--- src/rtl/xbus_copy_master.sv ---
// xbus_copy_master: xbus initiator that copies a block of 32-bit words from a
// source word address to a destination word address. It reads up to BURST
// words into a local buffer, then writes them back in the same order, one
// access outstanding at a time.
//
// Ports:
//   clk, rstn                  clock, synchronous active-high reset
//   cmd_valid/cmd_ready        command handshake
//   cmd_src, cmd_dst, cmd_len  source/destination word address, word count
//   busy, done, err            status: in progress, completion / timeout pulses
//   ma_select, ma_addr,
//   ma_data, ma_rnw, ma_be     xbus request (single-cycle select)
//   xbs_ack, xbs_data          xbus slave ack pulse and read data
module xbus_copy_master #(
    parameter int unsigned BURST   = 4,
    parameter int unsigned TIMEOUT = 64
) (
    input  logic        clk,
    input  logic        rstn,
    input  logic        cmd_valid,
    output logic        cmd_ready,
    input  logic [31:0] cmd_src,
    input  logic [31:0] cmd_dst,
    input  logic [15:0] cmd_len,
    output logic        busy,
    output logic        done,
    output logic        err,
    output logic        ma_select,
    output logic [31:0] ma_addr,
    output logic [31:0] ma_data,
    output logic        ma_rnw,
    output logic [3:0]  ma_be,
    input  logic        xbs_ack,
    input  logic [31:0] xbs_data
);

    // CW holds a chunk size 0..BURST; IW indexes the buffer.
    localparam int unsigned CW = $clog2(BURST + 1);
    localparam int unsigned IW = (BURST > 1) ? $clog2(BURST) : 1;
    localparam int unsigned TW = 10;

    typedef enum logic [2:0] {
        IDLE,
        RD_REQ,
        RD_WAIT,
        WR_REQ,
        WR_WAIT,
        FIN
    } state_t;

    state_t        state, state_n;
    logic [31:0]   src, src_n;
    logic [31:0]   dst, dst_n;
    logic [15:0]   rem, rem_n;
    logic [CW-1:0] chunk, chunk_n;
    logic [CW-1:0] idx, idx_n;
    logic [TW-1:0] wcnt, wcnt_n;
    logic          accept;
    logic          buf_we;
    logic [31:0]   wr_word;
    logic [31:0]   word_buf [BURST];

    logic          cmd_ready_n, busy_n, done_n, err_n;
    logic          sel_n, rnw_n;
    logic [31:0]   addr_n, data_n;
    logic [3:0]    be_n;

    function automatic logic [CW-1:0] clip_chunk(input logic [15:0] n);
        return (32'(n) >= BURST) ? CW'(BURST) : CW'(n);
    endfunction

    // Next-state, datapath and next-output logic
    always_comb begin
        state_n = state;
        src_n   = src;
        dst_n   = dst;
        rem_n   = rem;
        chunk_n = chunk;
        idx_n   = idx;
        wcnt_n  = wcnt + TW'(1);
        buf_we  = 1'b0;
        done_n  = 1'b0;
        err_n   = 1'b0;
        accept  = cmd_valid && cmd_ready;

        case (state)
            IDLE: begin
                if (accept) begin
                    src_n   = cmd_src;
                    dst_n   = cmd_dst;
                    rem_n   = cmd_len;
                    chunk_n = clip_chunk(cmd_len);
                    idx_n   = '0;
                    state_n = (cmd_len == 16'd0) ? FIN : RD_REQ;
                end
            end
            RD_REQ: begin
                wcnt_n  = '0;
                state_n = RD_WAIT;
            end
            RD_WAIT: begin
                if (xbs_ack) begin
                    buf_we = 1'b1;
                    idx_n  = idx + CW'(1);
                    src_n  = src + 32'd1;
                    if (idx_n == chunk) begin
                        idx_n   = '0;
                        state_n = WR_REQ;
                    end else begin
                        state_n = RD_REQ;
                    end
                end else if (wcnt == TW'(TIMEOUT - 1)) begin
                    err_n   = 1'b1;
                    state_n = IDLE;
                end
            end
            WR_REQ: begin
                wcnt_n  = '0;
                state_n = WR_WAIT;
            end
            WR_WAIT: begin
                if (xbs_ack) begin
                    idx_n = idx + CW'(1);
                    dst_n = dst + 32'd1;
                    rem_n = rem - 16'd1;
                    if (rem_n == 16'd0) begin
                        state_n = FIN;
                    end else if (idx_n == chunk) begin
                        chunk_n = clip_chunk(rem_n);
                        idx_n   = '0;
                        state_n = RD_REQ;
                    end else begin
                        state_n = WR_REQ;
                    end
                end else if (wcnt == TW'(TIMEOUT - 1)) begin
                    err_n   = 1'b1;
                    state_n = IDLE;
                end
            end
            FIN: begin
                done_n  = 1'b1;
                state_n = IDLE;
            end
            default: state_n = IDLE;
        endcase

        // Ready only after a full idle cycle, so it returns the cycle after done/err.
        cmd_ready_n = (state == IDLE) && (state_n == IDLE);
        busy_n      = (state_n != IDLE);
        sel_n       = (state_n == RD_REQ) || (state_n == WR_REQ);
        be_n        = sel_n ? 4'hF : 4'h0;
        addr_n      = (state_n == RD_REQ) ? src_n :
                      (state_n == WR_REQ) ? dst_n : ma_addr;
        rnw_n       = (state_n == RD_REQ) ? 1'b1 :
                      (state_n == WR_REQ) ? 1'b0 : ma_rnw;
        // Forward the word being captured this cycle (single-word chunk case).
        wr_word     = (buf_we && (idx == idx_n)) ? xbs_data : word_buf[IW'(idx_n)];
        data_n      = (state_n == WR_REQ) ? wr_word : ma_data;
    end

    // State, datapath and registered outputs
    always_ff @(posedge clk) begin
        if (rstn) begin
            state     <= IDLE;
            src       <= '0;
            dst       <= '0;
            rem       <= '0;
            chunk     <= '0;
            idx       <= '0;
            wcnt      <= '0;
            cmd_ready <= 1'b1;
            busy      <= 1'b0;
            done      <= 1'b0;
            err       <= 1'b0;
            ma_select <= 1'b0;
            ma_addr   <= '0;
            ma_data   <= '0;
            ma_rnw    <= 1'b0;
            ma_be     <= 4'h0;
        end else begin
            state     <= state_n;
            src       <= src_n;
            dst       <= dst_n;
            rem       <= rem_n;
            chunk     <= chunk_n;
            idx       <= idx_n;
            wcnt      <= wcnt_n;
            cmd_ready <= cmd_ready_n;
            busy      <= busy_n;
            done      <= done_n;
            err       <= err_n;
            ma_select <= sel_n;
            ma_addr   <= addr_n;
            ma_data   <= data_n;
            ma_rnw    <= rnw_n;
            ma_be     <= be_n;
        end
    end

    // Read buffer; contents are don't-care across reset
    always_ff @(posedge clk) begin
        if (buf_we) begin
            word_buf[IW'(idx)] <= xbs_data;
        end
    end

endmodule
--- config.mk ---
export PLATFORM = sky130hd
export DESIGN_NAME = xbus_copy_master
export DESIGN_NICKNAME = d
export VERILOG_FILES = /design/src/rtl/xbus_copy_master.sv
export SDC_FILE = /design/constraint.sdc
export NUM_CORES = 1
export LEC_CHECK = 0
export BUFFER_PORTS_ARGS = -buffer_cell sky130_fd_sc_hd__buf_2
export CORE_AREA = 3 3 220 222
export DETAILED_ROUTE_END_ITERATION = 6
export DIE_AREA = 0 0 223 225
export PLACE_DENSITY_LB_ADDON = 0.08
export SLEW_MARGIN = 20
export SYNTH_ARGS = -nofsm -noshare
export SYNTH_HDL_FRONTEND = slang
export SYNTH_SLANG_ARGS = --single-unit
export TNS_END_PERCENT = 20
--- constraint.sdc ---
create_clock -name clk -period 5.3 [get_ports clk]
set_input_delay 1.59 -clock clk [delete_from_list [all_inputs] [get_ports clk]]
set_output_delay 1.59 -clock clk [all_outputs]
set_load 0.03 [all_outputs]
==> flow_metrics.py <==
metrics = {
    "cts": {
        "clock_tree.root_cell": "clkbuf_16",
        "clk_path_buf_depth": 3,
        "cts_made_buffers": 37,
        "cts-htree-levels": 2,
        "insertion_delay_ps": 550,
        "cts_setup_buffers": 0,
        "cts_tree": "built",
        "cts.reportedPaths.clkPinSlew_ps": 60,
        "cts_resized": 0,
        "cts_sinks": 297,
        "hold_buffers": 0,
    },
    "timing": {
        "holdWs_ps": 450.6,
        "rsz0062_at_grt": "no",
        "period_share_pct": 81.88,
        "final_period_minus_worst_setup_slack_ps": 4340,
        "timing.final.ws_setup_ps": 960.4,
        "max_freq_ghz": 0.2304,
        "setup_viol": 0,
        "setup_tns_ps": 0,
        "hold_viol_final": 0,
        "slew_violations": 0,
        "maxSlewHeadroom_pct": 30.05,
        "clock_skew_ps": 20.67,
        "worst_pin_slew_ps": 1049,
    },
    "place": {
        "placedCellCount": 2116,
        "dp_hpwl_mm": 31.34,
        "globalplace.congestion": 0.7841,
        "detailed_place.area_um2": 15530,
        "portBuffers": 189,
        "preCtsSetupSlack_ps": 815.7,
    },
    "cells_and_area": {
        "diodes": 0,
        "fin_area_um2": 16760,
        "finalNonFillerCells": 2181,
        "layout-drive-gt1-share_pct": 21.16,
        "final_net_count": 1673,
        "synthToLayoutAreaGrowth_pct": 20.38,
        "multi_input_area_um2": 6257,
        "ff_latch_area_um2": 7227,
        "fin_util_pct": 36.00,
        "fillers": 4719,
    },
    "global_route": {
        "grt_max_degree": 72,
        "grt.total_usage_pct": 17.99,
        "grt_pass1_vias": 11217,
        "antenna_found_initial": 3,
        "grt_pass1_wl_mm": 70.12,
        "overflow": 0,
    },
    "status": {
        "status": "finished, final reports clean",
    },
    "worst_setup_path": {
        "critPathLaunch": "rem[0]$_SDFFE_PP0P_",
        "rrSetupSlack_ps": 960,
        "reg2reg_to": "ma_addr[23]$_SDFFE_PP0P_",
        "required_ps": 5750,
        "crit_type": "flip-flop to flip-flop",
        "reg2regPathDepth": 11,
        "cp-end-kind": "flip-flop",
        "worstSetupStartpointType": "flip-flop",
        "cp.arrival_ps": 4790,
        "crit_fanout": 35,
        "reg2reg_from": "rem[0]$_SDFFE_PP0P_",
        "cp-endpoint": "ma_addr[23]$_SDFFE_PP0P_",
    },
    "hold_path": {
        "hp-start": "ma_addr[25]$_SDFFE_PP0P_",
        "min_path_type": "flip-flop to flip-flop",
    },
    "logic_synthesis": {
        "yosysSeqAreaShare_pct": 51.90,
        "synth_area_leaders": "edfxtp_1 28%, dfxtp_1 24%, nand2_1 3.9%",
        "yosys.area.top_type": "edfxtp_1",
        "syn_inst": 1393,
        "synth_area_per_cell_um2": 9.996,
        "synth_common_cells": "169 x dfxtp_1, 146 x nand2_1, 138 x nor2_1",
        "synthFlopType": "dfxtp_1",
        "syn_nets": 1518,
        "yosysTopAreaCellShare_pct": 27.60,
        "yosysMostFrequentCell": "dfxtp_1",
        "synth_edf_count": 128,
        "async_flop_share_pct": 0,
        "syn_area_um2": 13920,
        "ys_types": 77,
        "synth.ff_latch_count": 297,
        "synth_warnings": 0,
    },
    "routing": {
        "ant_nets": 0,
        "drtIter0Drc": 830,
        "vias": 11556,
        "first_pass_iters": 5,
        "drc_errors": 0,
        "wl_per_cell_um": 21.24,
        "via_per_inst": 5.298,
        "totalWireLength_mm": 46.32,
    },
    "die": {
        "die_h_um": 225,
        "io_pins": 190,
        "fp-row-count": 79,
        "design.die.area_um2": 50180,
        "coreArea_um2": 46560,
        "die_w_um": 223,
        "start_util_pct": 29.91,
    },
    "pwr": {
        "power_density_nw_per_um2": 412.0,
        "power.total_mw": 6.907,
        "ir_drop_uv": 261.8,
        "p_leak_nw": 6.802,
    },
    "run": {
        "maxCapViolations": 0,
    },
}
[critical path, stage by stage, from the launching register on]
cell	delay, ps
dfxtp_1	380
inv_1	90
ha_1	260
nor4b_1	750
xnor2_1	190
a22oi_1	130
nor4_4	610
nand3_2	250
a211oi_4	620
buf_12	330
mux2_2	400
a211oi_1	220
[metal layers]
layer	wire, µm	share of wire, %	track usage, %
met3	2641	5.7	3.791
met1	22070	48	25.67
met4	1026	2.2	4.963
met5	34	0.073	0
met2	20550	44	27.67
[where the power goes]
part,internal (mW),leakage [nW],total [mW],switching [mW]
Clock,1.55,0.611,2.57,1.02
Combinational,0.543,3.66,1.56,1.02
Sequential,2.58,2.53,2.78,0.198
[logic make-up (layout without fill, tap and decap cells)]
logic type      after synthesis  count (layout)  synth area share, %
compound gates              368             368                18.64
xor+xnor                     21              21                1.420
fa+ha+maj                     9               9               0.8087
buf+inv                     118             299                3.576
flops                       297             297                51.90
mux                          90              90                6.793
simple gates                490             490                16.87
[sequential cells by signal, indices dropped and copies added, names as in the netlist]
register   count
rem           16
busy           1
dst           32
ma_be          1
src           32
wcnt          10
chunk          3
err            1
cmd_ready      1
word_buf     128
ma_data       32
ma_rnw         1
idx            3
state          3
ma_addr       32
done           1
[cells in the final DEF, fill, tap and decap left out, types with 6 or more instances in the layout]
master and n:
and4_1 7, a21oi_1 99, o211a_1 32, nand4_1 18, a211oi_1 19, o22ai_1 11
o22a_1 7, buf_2 188, mux2i_1 54, or3_1 9, clkbuf_1 7, a221o_1 34
buf_4 25, a221oi_1 9, xnor2_1 9, o211ai_1 13, inv_1 15, a21o_1 8
dfxtp_1 169, and3_1 23, a22oi_1 12, nand3_1 55, nor2b_1 16, clkbuf_8 8
nand2_1 146, nor3_1 21, ha_1 9, mux2_2 36, o311ai_0 6, nor4_1 19
nor2_1 134, clkbuf_16 37, edfxtp_1 128, a31oi_1 12, o21ai_0 56, xor2_1 11
[worst min-delay path by stage]
| stage | to | slack [ps] | cells past startpoint |
|---|---|---|---|
| after global placement | ma_addr[25]$_SDFFE_PP0P_ | 440 | 2 |
| after detailed placement | ma_addr[25]$_SDFFE_PP0P_ | 440 | 2 |
| after CTS | ma_addr[25]$_SDFFE_PP0P_ | 450 | 2 |
| after global routing | ma_addr[25]$_SDFFE_PP0P_ | 460 | 2 |
| after floorplan | wcnt[0]$_SDFF_PP0_ | 430 | 1 |
| final | ma_addr[25]$_SDFFE_PP0P_ | 450 | 2 |
[area by class of cell]
class,count,area share [%]
clock buffers,52,6.337
clock inverters,13,1.000
inverters,16,0.3583
multi-input cells,978,37.33
flip-flops and latches,297,43.11
well taps,607,4.531
repair buffers,218,7.330
Power figures use the tool's default switching activity.
